--- config.mk ---
export PLATFORM = sky130hd
export DESIGN_NAME = nibble_packer_flat
export DESIGN_NICKNAME = d
export VERILOG_FILES = /design/src/rtl/nibble_pkg.sv /design/src/rtl/nibble_packer_if.sv /design/src/rtl/nibble_packer_byte_fifo.sv /design/src/rtl/nibble_packer.sv /design/src/flat_wrapper.sv
export SDC_FILE = /design/constraint.sdc
export NUM_CORES = 1
export LEC_CHECK = 0
export BUFFER_PORTS_ARGS = -buffer_cell sky130_fd_sc_hd__buf_4
export CAP_MARGIN = 10
export CORE_MARGIN = 2
export CORE_UTILIZATION = 50
export CTS_BUF_LIST = sky130_fd_sc_hd__clkbuf_4
export DETAILED_ROUTE_END_ITERATION = 16
export GPL_ROUTABILITY_DRIVEN = 0
export PLACE_DENSITY = 0.81
export RECOVER_POWER = 50
export SYNTH_ARGS = -nofsm -noshare
export SYNTH_HDL_FRONTEND = slang
export SYNTH_HIERARCHICAL = 1
export SYNTH_SLANG_ARGS = --single-unit
--- constraint.sdc ---
create_clock -name clk -period 6.2 [get_ports clk]
set_input_delay 0.62 -clock clk [delete_from_list [all_inputs] [get_ports clk]]
set_output_delay 0.62 -clock clk [all_outputs]
set_load 0.02 [all_outputs]
--- src/rtl/nibble_pkg.sv ---
// Shared widths, FSM state type and byte-assembly helpers for nibble_packer.
package nibble_pkg;

  localparam int unsigned NIB_W  = 4;
  localparam int unsigned BYTE_W = 8;

  typedef enum logic {EMPTY = 1'b0, HALF = 1'b1} pack_state_t;
  typedef logic [BYTE_W-1:0] byte_t;

  // Lone nibble padded with zeros in the half it would have occupied as first nibble.
  function automatic byte_t pad_nib(input logic [NIB_W-1:0] nib, input bit msb_first);
    return msb_first ? {nib, 4'h0} : {4'h0, nib};
  endfunction

  function automatic byte_t pair_nib(input logic [NIB_W-1:0] first,
                                     input logic [NIB_W-1:0] second,
                                     input bit msb_first);
    return msb_first ? {first, second} : {second, first};
  endfunction

endpackage

--- src/rtl/nibble_packer_if.sv ---
// Nibble-in / byte-out handshake bundle for nibble_packer.
// Optional NIBBLE_PACKER_PARITY_EN adds out_par and half_pend.
interface nibble_packer_if
  import nibble_pkg::*;
#(
  parameter int unsigned DEPTH = 4
) ();

  localparam int unsigned LVL_W = $clog2(DEPTH) + 1;

  logic              in_valid;
  logic              in_ready;
  logic [NIB_W-1:0]  in_nib;
  logic              in_flush;
  logic              out_valid;
  logic              out_ready;
  byte_t             out_byte;
  logic [LVL_W-1:0]  level;
`ifdef NIBBLE_PACKER_PARITY_EN
  logic              out_par;
  logic              half_pend;

  modport master (output in_valid, in_nib, in_flush, out_ready,
                  input  in_ready, out_valid, out_byte, level, out_par, half_pend);
  modport slave  (input  in_valid, in_nib, in_flush, out_ready,
                  output in_ready, out_valid, out_byte, level, out_par, half_pend);
`else
  modport master (output in_valid, in_nib, in_flush, out_ready,
                  input  in_ready, out_valid, out_byte, level);
  modport slave  (input  in_valid, in_nib, in_flush, out_ready,
                  output in_ready, out_valid, out_byte, level);
`endif

endinterface

--- src/rtl/nibble_packer_byte_fifo.sv ---
// Synchronous FIFO with occupancy count; push and pop may coincide even when full.
module byte_fifo #(
  parameter int unsigned WIDTH = 8,
  parameter int unsigned DEPTH = 4
) (
  input  logic                       clk,
  input  logic                       rst,
  input  logic                       push_i,
  input  logic [WIDTH-1:0]           din_i,
  input  logic                       pop_i,
  output logic                       full_o,
  output logic                       empty_o,
  output logic [$clog2(DEPTH):0]     level_o,
  output logic [WIDTH-1:0]           dout_o
);

  localparam int unsigned AW = $clog2(DEPTH);
  localparam int unsigned LW = AW + 1;

  logic [WIDTH-1:0] mem_q [DEPTH];
  logic [AW-1:0]    wr_ptr_q, rd_ptr_q;
  logic [LW-1:0]    level_q, level_d;
  logic             do_push, do_pop;

  assign full_o  = (level_q == LW'(DEPTH));
  assign empty_o = (level_q == '0);
  assign do_pop  = pop_i && !empty_o;
  assign do_push = push_i && (!full_o || do_pop);
  assign level_d = level_q + LW'(do_push) - LW'(do_pop);

  always_ff @(posedge clk or posedge rst) begin
    if (rst) begin
      for (int i = 0; i < int'(DEPTH); i++) mem_q[i] <= '0;
      wr_ptr_q <= '0;
      rd_ptr_q <= '0;
      level_q  <= '0;
    end else begin
      if (do_push) begin
        mem_q[wr_ptr_q] <= din_i;
        wr_ptr_q        <= wr_ptr_q + AW'(1);
      end
      if (do_pop) rd_ptr_q <= rd_ptr_q + AW'(1);
      level_q <= level_d;
    end
  end

  assign level_o = level_q;
  assign dout_o  = mem_q[rd_ptr_q];

endmodule

--- src/rtl/nibble_packer.sv ---
// Packs pairs of nibbles into bytes and queues them for a byte consumer.
// Optional NIBBLE_PACKER_PARITY_EN stores even parity per byte and exposes half_pend.
module nibble_packer
  import nibble_pkg::*;
#(
  parameter bit          MSB_FIRST = 1'b1,
  parameter int unsigned DEPTH     = 4
) (
  input  logic            clk,
  input  logic            rst,
  nibble_packer_if.slave  bus
);

  localparam int unsigned LW = $clog2(DEPTH) + 1;
`ifdef NIBBLE_PACKER_PARITY_EN
  localparam int unsigned FW = BYTE_W + 1;
`else
  localparam int unsigned FW = BYTE_W;
`endif

  pack_state_t      state_q, state_d;
  logic [NIB_W-1:0] hold_q, hold_d;
  logic             pend_q, pend_d;
  logic             push;
  byte_t            push_byte;
  logic             fifo_full, fifo_empty, pop, can_push, in_ready_c, accept;
  logic [FW-1:0]    fifo_din, fifo_dout;
  logic [LW-1:0]    fifo_level;

  // A pop in the same cycle frees the slot, so a full FIFO can still take a byte.
  assign pop        = bus.out_ready && !fifo_empty;
  assign can_push   = !fifo_full || pop;
  assign in_ready_c = !rst && ((state_q == EMPTY) || (can_push && !pend_q));
  assign accept     = bus.in_valid && in_ready_c;

  always_ff @(posedge clk or posedge rst) begin
    if (rst) begin
      state_q <= EMPTY;
      hold_q  <= '0;
      pend_q  <= 1'b0;
    end else begin
      state_q <= state_d;
      hold_q  <= hold_d;
      pend_q  <= pend_d;
    end
  end

  always_comb begin
    state_d   = state_q;
    hold_d    = hold_q;
    pend_d    = pend_q;
    push      = 1'b0;
    push_byte = '0;
    case (state_q)
      EMPTY: begin
        if (accept) begin
          if (bus.in_flush && can_push) begin
            push      = 1'b1;
            push_byte = pad_nib(bus.in_nib, MSB_FIRST);
          end else begin
            // A flush that cannot push yet is remembered and drained from HALF.
            hold_d  = bus.in_nib;
            state_d = HALF;
            pend_d  = bus.in_flush;
          end
        end
      end
      HALF: begin
        if (accept) begin
          push      = 1'b1;
          push_byte = pair_nib(hold_q, bus.in_nib, MSB_FIRST);
          hold_d    = '0;
          state_d   = EMPTY;
          pend_d    = 1'b0;
        end else if (pend_q || bus.in_flush) begin
          if (can_push) begin
            push      = 1'b1;
            push_byte = pad_nib(hold_q, MSB_FIRST);
            hold_d    = '0;
            state_d   = EMPTY;
            pend_d    = 1'b0;
          end else begin
            pend_d = 1'b1;
          end
        end
      end
      default: state_d = EMPTY;
    endcase
  end

`ifdef NIBBLE_PACKER_PARITY_EN
  assign fifo_din = {^push_byte, push_byte};
`else
  assign fifo_din = push_byte;
`endif

  byte_fifo #(.WIDTH(FW), .DEPTH(DEPTH)) u_fifo (
    .clk     (clk),
    .rst     (rst),
    .push_i  (push),
    .din_i   (fifo_din),
    .pop_i   (pop),
    .full_o  (fifo_full),
    .empty_o (fifo_empty),
    .level_o (fifo_level),
    .dout_o  (fifo_dout)
  );

  assign bus.in_ready  = in_ready_c;
  assign bus.out_valid = !fifo_empty;
  assign bus.out_byte  = fifo_dout[BYTE_W-1:0];
  assign bus.level     = fifo_level;
`ifdef NIBBLE_PACKER_PARITY_EN
  assign bus.out_par   = fifo_dout[BYTE_W];
  assign bus.half_pend = (state_q == HALF);
`endif

endmodule
--- src/flat_wrapper.sv ---
// flat-port wrapper written by rule: the top's interface ports become plain ports
module nibble_packer_flat import nibble_pkg::*;
#(
  parameter bit          MSB_FIRST = 1'b1,
  parameter int unsigned DEPTH     = 4
)
  (clk, rst, bus_in_valid, bus_in_nib, bus_in_flush, bus_out_ready, bus_in_ready, bus_out_valid, bus_out_byte, bus_level);
  nibble_packer_if #(.DEPTH(DEPTH)) bus_i ();
  input  logic clk;
  input  logic rst;
  input wire logic [$bits(bus_i.in_valid)-1:0] bus_in_valid;
  input wire logic [$bits(bus_i.in_nib)-1:0] bus_in_nib;
  input wire logic [$bits(bus_i.in_flush)-1:0] bus_in_flush;
  input wire logic [$bits(bus_i.out_ready)-1:0] bus_out_ready;
  output wire logic [$bits(bus_i.in_ready)-1:0] bus_in_ready;
  output wire logic [$bits(bus_i.out_valid)-1:0] bus_out_valid;
  output wire logic [$bits(bus_i.out_byte)-1:0] bus_out_byte;
  output wire logic [$bits(bus_i.level)-1:0] bus_level;
  assign bus_i.in_valid = bus_in_valid;
  assign bus_i.in_nib = bus_in_nib;
  assign bus_i.in_flush = bus_in_flush;
  assign bus_i.out_ready = bus_out_ready;
  assign bus_in_ready = bus_i.in_ready;
  assign bus_out_valid = bus_i.out_valid;
  assign bus_out_byte = bus_i.out_byte;
  assign bus_level = bus_i.level;
  nibble_packer #(.MSB_FIRST(MSB_FIRST), .DEPTH(DEPTH)) u_core (.clk(clk), .rst(rst), .bus(bus_i));
endmodule
==> run metrics <==
status=complete, but fails checks; failing checks=max-capacitance violations, max-slew violations; WL/cell=~18 um; Synth Area in Adders=0.03691; skew final=around 0.006 ns; H-tree levels=2; mapped cell area=2237 um2; die area=about 5000 um2; Bufs and invs on worst path=1; vias per inst=roughly 5.9; die height=approximately 71 um; post-route minimum period=3.080 ns; Most used DFF post-synth=dfrtp_1; vias in the first global route=1,542; Final Net Count=206; via count=roughly 1,400; postcts setup bufs=0; Fillers=between 300 and 400; Distinct cells, synth=39; Post-synth EDFFs=0; Tot GR Track Use=0.2012; initial DRC count=between 60 and 70; DP Cell Count=236; ys async rst share=1.000; CP Max Fanout=5; crit-path leading delay family=simple AND/OR/NAND/NOR gates; Worst-Skew Late Latency=roughly 0.35 ns; final WL=4486 um; Post-Synth XOR/XNOR Area=0.01957; RSZ-0062 raised after global routing=no; dpl ws=3.231 ns; Max-slew headroom=-0.3871; Crit. End Element=flip-flop; row count=24; cell area after layout=2504 um2; Pwr Total=1.013 mW; Hold Vio Cnt, Final=0; Peak supply drop=0.0002605 V; slowest cell delay on critical path=0.47 ns; simple-gate portion of the synthesized area=0.1051; DP Area=2457 um2; DP Wirelength=3287 um; final worst path period share=0.4968; DRT antenna net count=0; Data arrival, critical path=between 3 and 4 ns; Syn Nets=about 180; final setup vio count=0; reg2reg setup slack=3.12 ns; CP max stage cell=dfrtp_1; max cap viols=1; Final TNS setup=0 ns; first-pass GRT wire length=7645 um; grt ovf=0; Syn Area/Cell=between 10 and 15 um2; Layout Area Growth over Synthesis=11.91%; Slew Limit Fails=40; multiplexer share of the synthesized area=0.2511; # resized after CTS=0; initial antenna violation count=0; n_diodes=0; critical path class=reg -> reg; type of the tightest min-delay check=in -> async; Worst Tran Pin Value=2.081 ns; CTS tree=done; CP Launch Type=flip-flop; largest net degree at the start of global routing=40; CTS Root Cell=clkbuf_4; Die X=70.89 um; FMAX=about 320 MHz; Final Instance Count excl. Fillers=about 240; critical path required time=roughly 6.5 ns; Port Buf Inserts=21; # IOs=22; Synth Area in Compound Gates=0.06432; drc violations=0; crit-path cells=nor3_1 -> nand2b_1 -> inv_1 -> nor4b_4 -> nand2b_1 -> mux2i_1 -> ha_1 -> fa_1 -> xnor2_1 -> xnor2_1; Yosys warning count=6; DRT Pass-1 Iters=4; largest family of logic cells by synthesized area=multiplexers; final worst setup slack=around 3.1 ns; layout cells sized above 1=0.3874; core area=4324 um2; sequential area share after synthesis=0.5034; Synth Instances=164; FF+latch count, synth=45; leakage power=about 1.2 nW; CTS sink count=45; clock transition at the registers of the reported paths=between 0.1 and 0.15 ns; CTS Buffer Depth=2; Post-CTS Hold Fix Bufs=0; Pwr Density=slightly above 400 nW/um2; total CTS buffers=5; initial core utilization=0.5174
worst reg2reg max path, stage by stage, from the launching register on:
cell      delay [ns]
dfrtp_1         0.47
nor3_1          0.38
nand2b_1        0.22
inv_1           0.13
nor4b_4         0.46
nand2b_1        0.23
mux2i_1         0.11
ha_1            0.22
fa_1            0.39
xnor2_1         0.22
xnor2_1         0.17
path summary, 6_finish.rpt:
path	startpoint	to	cells past startpoint
setup / recovery	u_core/u_fifo/level_o[1]	u_core/u_fifo/level_o[2]	10
hold / removal	rst	u_core/state_q	2
setup reg to reg	u_core/u_fifo/level_o[1]	u_core/u_fifo/level_o[2]	10
min in group clk	u_core/u_fifo/mem_q[6]	u_core/u_fifo/mem_q[6]	1
hold reg to reg	u_core/u_fifo/mem_q[6]	u_core/u_fifo/mem_q[6]	1
max in group asynchronous	rst	u_core/u_fifo/mem_q[25]	3
cells in the mapped netlist (2+ instances only):
cell      instances  area [um2]
a21oi_1           6       30.03
a22o_1            4       35.03
and2_1            4       25.02
buf_2             2       10.01
dfrtp_1          45        1126
ha_1              5       62.56
inv_1             8       30.03
mux2_1            2       22.52
mux2_2           31       349.1
mux4_2            8       180.2
nand2_1           5       18.77
nand2b_1          2       12.51
nand3_1           4       20.02
nor2_1            2       7.510
nor2_2            5       31.28
o21ai_0           4       20.02
xnor2_1           5       43.79
final cells by class:
type / instances / area (um2) / area share
flip-flops and latches: 45 / 1126 / 0.4498
multi-input cells: 108 / 1060 / 0.4233
repair buffers: 22 / 146.4 / 0.05847
well taps: 52 / 65.06 / 0.02599
clock buffers: 5 / 37.54 / 0.01499
clock inverters: 2 / 35.03 / 0.01399
inverters: 9 / 33.78 / 0.01349
layer usage:
layer / GRT usage / routed length [um] / vias up
li1: - / - / 641
met1: 0.2467 / 1890 / 751
met2: 0.3427 / 2360 / 27
met3: 0.05556 / 159 / 7
met4: 0.07128 / 76 / 0
met5: 0 / 0 / -
kinds of logic (layout without fill, tap and decap cells):
family,count (synthesis),count (layout)
fa+ha+maj,6,6
flops,45,45
xor+xnor,5,5
compound gates,20,20
simple gates,35,35
buf+inv,11,38
mux,42,42
report_power, final:
part	leakage [nW]	switching (mW)	total (mW)	internal [mW]
clock network	0.0410	0.0915	0.174	0.0822
logic	0.547	0.174	0.365	0.191
registers	0.604	0.0946	0.474	0.380
placed cells by master (no fill, tap or decap), types with 2 or more instances in the layout:
master	count
mux2_1	2
dfrtp_1	45
xnor2_1	5
mux4_2	8
nand3_1	4
nor2_2	5
clkbuf_1	5
inv_1	9
clkbuf_4	5
nor2_1	2
a22o_1	4
buf_4	17
and2_1	4
ha_1	5
nand2_1	5
nand2b_1	3
o21ai_0	5
a21oi_1	6
mux2_2	31
state kept, by name (all words and copies together) (netlist names):
name / cells
u_core/state_q: 1
u_core/u_fifo/mem_q: 32
u_core/hold_q: 4
u_core/u_fifo/level_o: 3
u_core/u_fifo/wr_ptr_q: 2
u_core/pend_q: 1
u_core/u_fifo/rd_ptr_q: 2
stage by stage:
stage / hold WS [ns] / util
floorplan: 0.4110 / -
global placement: 0.4621 / 0.5683
detailed placement: 0.4835 / 0.5683
CTS: 0.1821 / 0.5851
global route: 0.2398 / 0.5790
finish: 0.2348 / 0.5790
No activity file was read; power rests on OpenSTA's default activity.
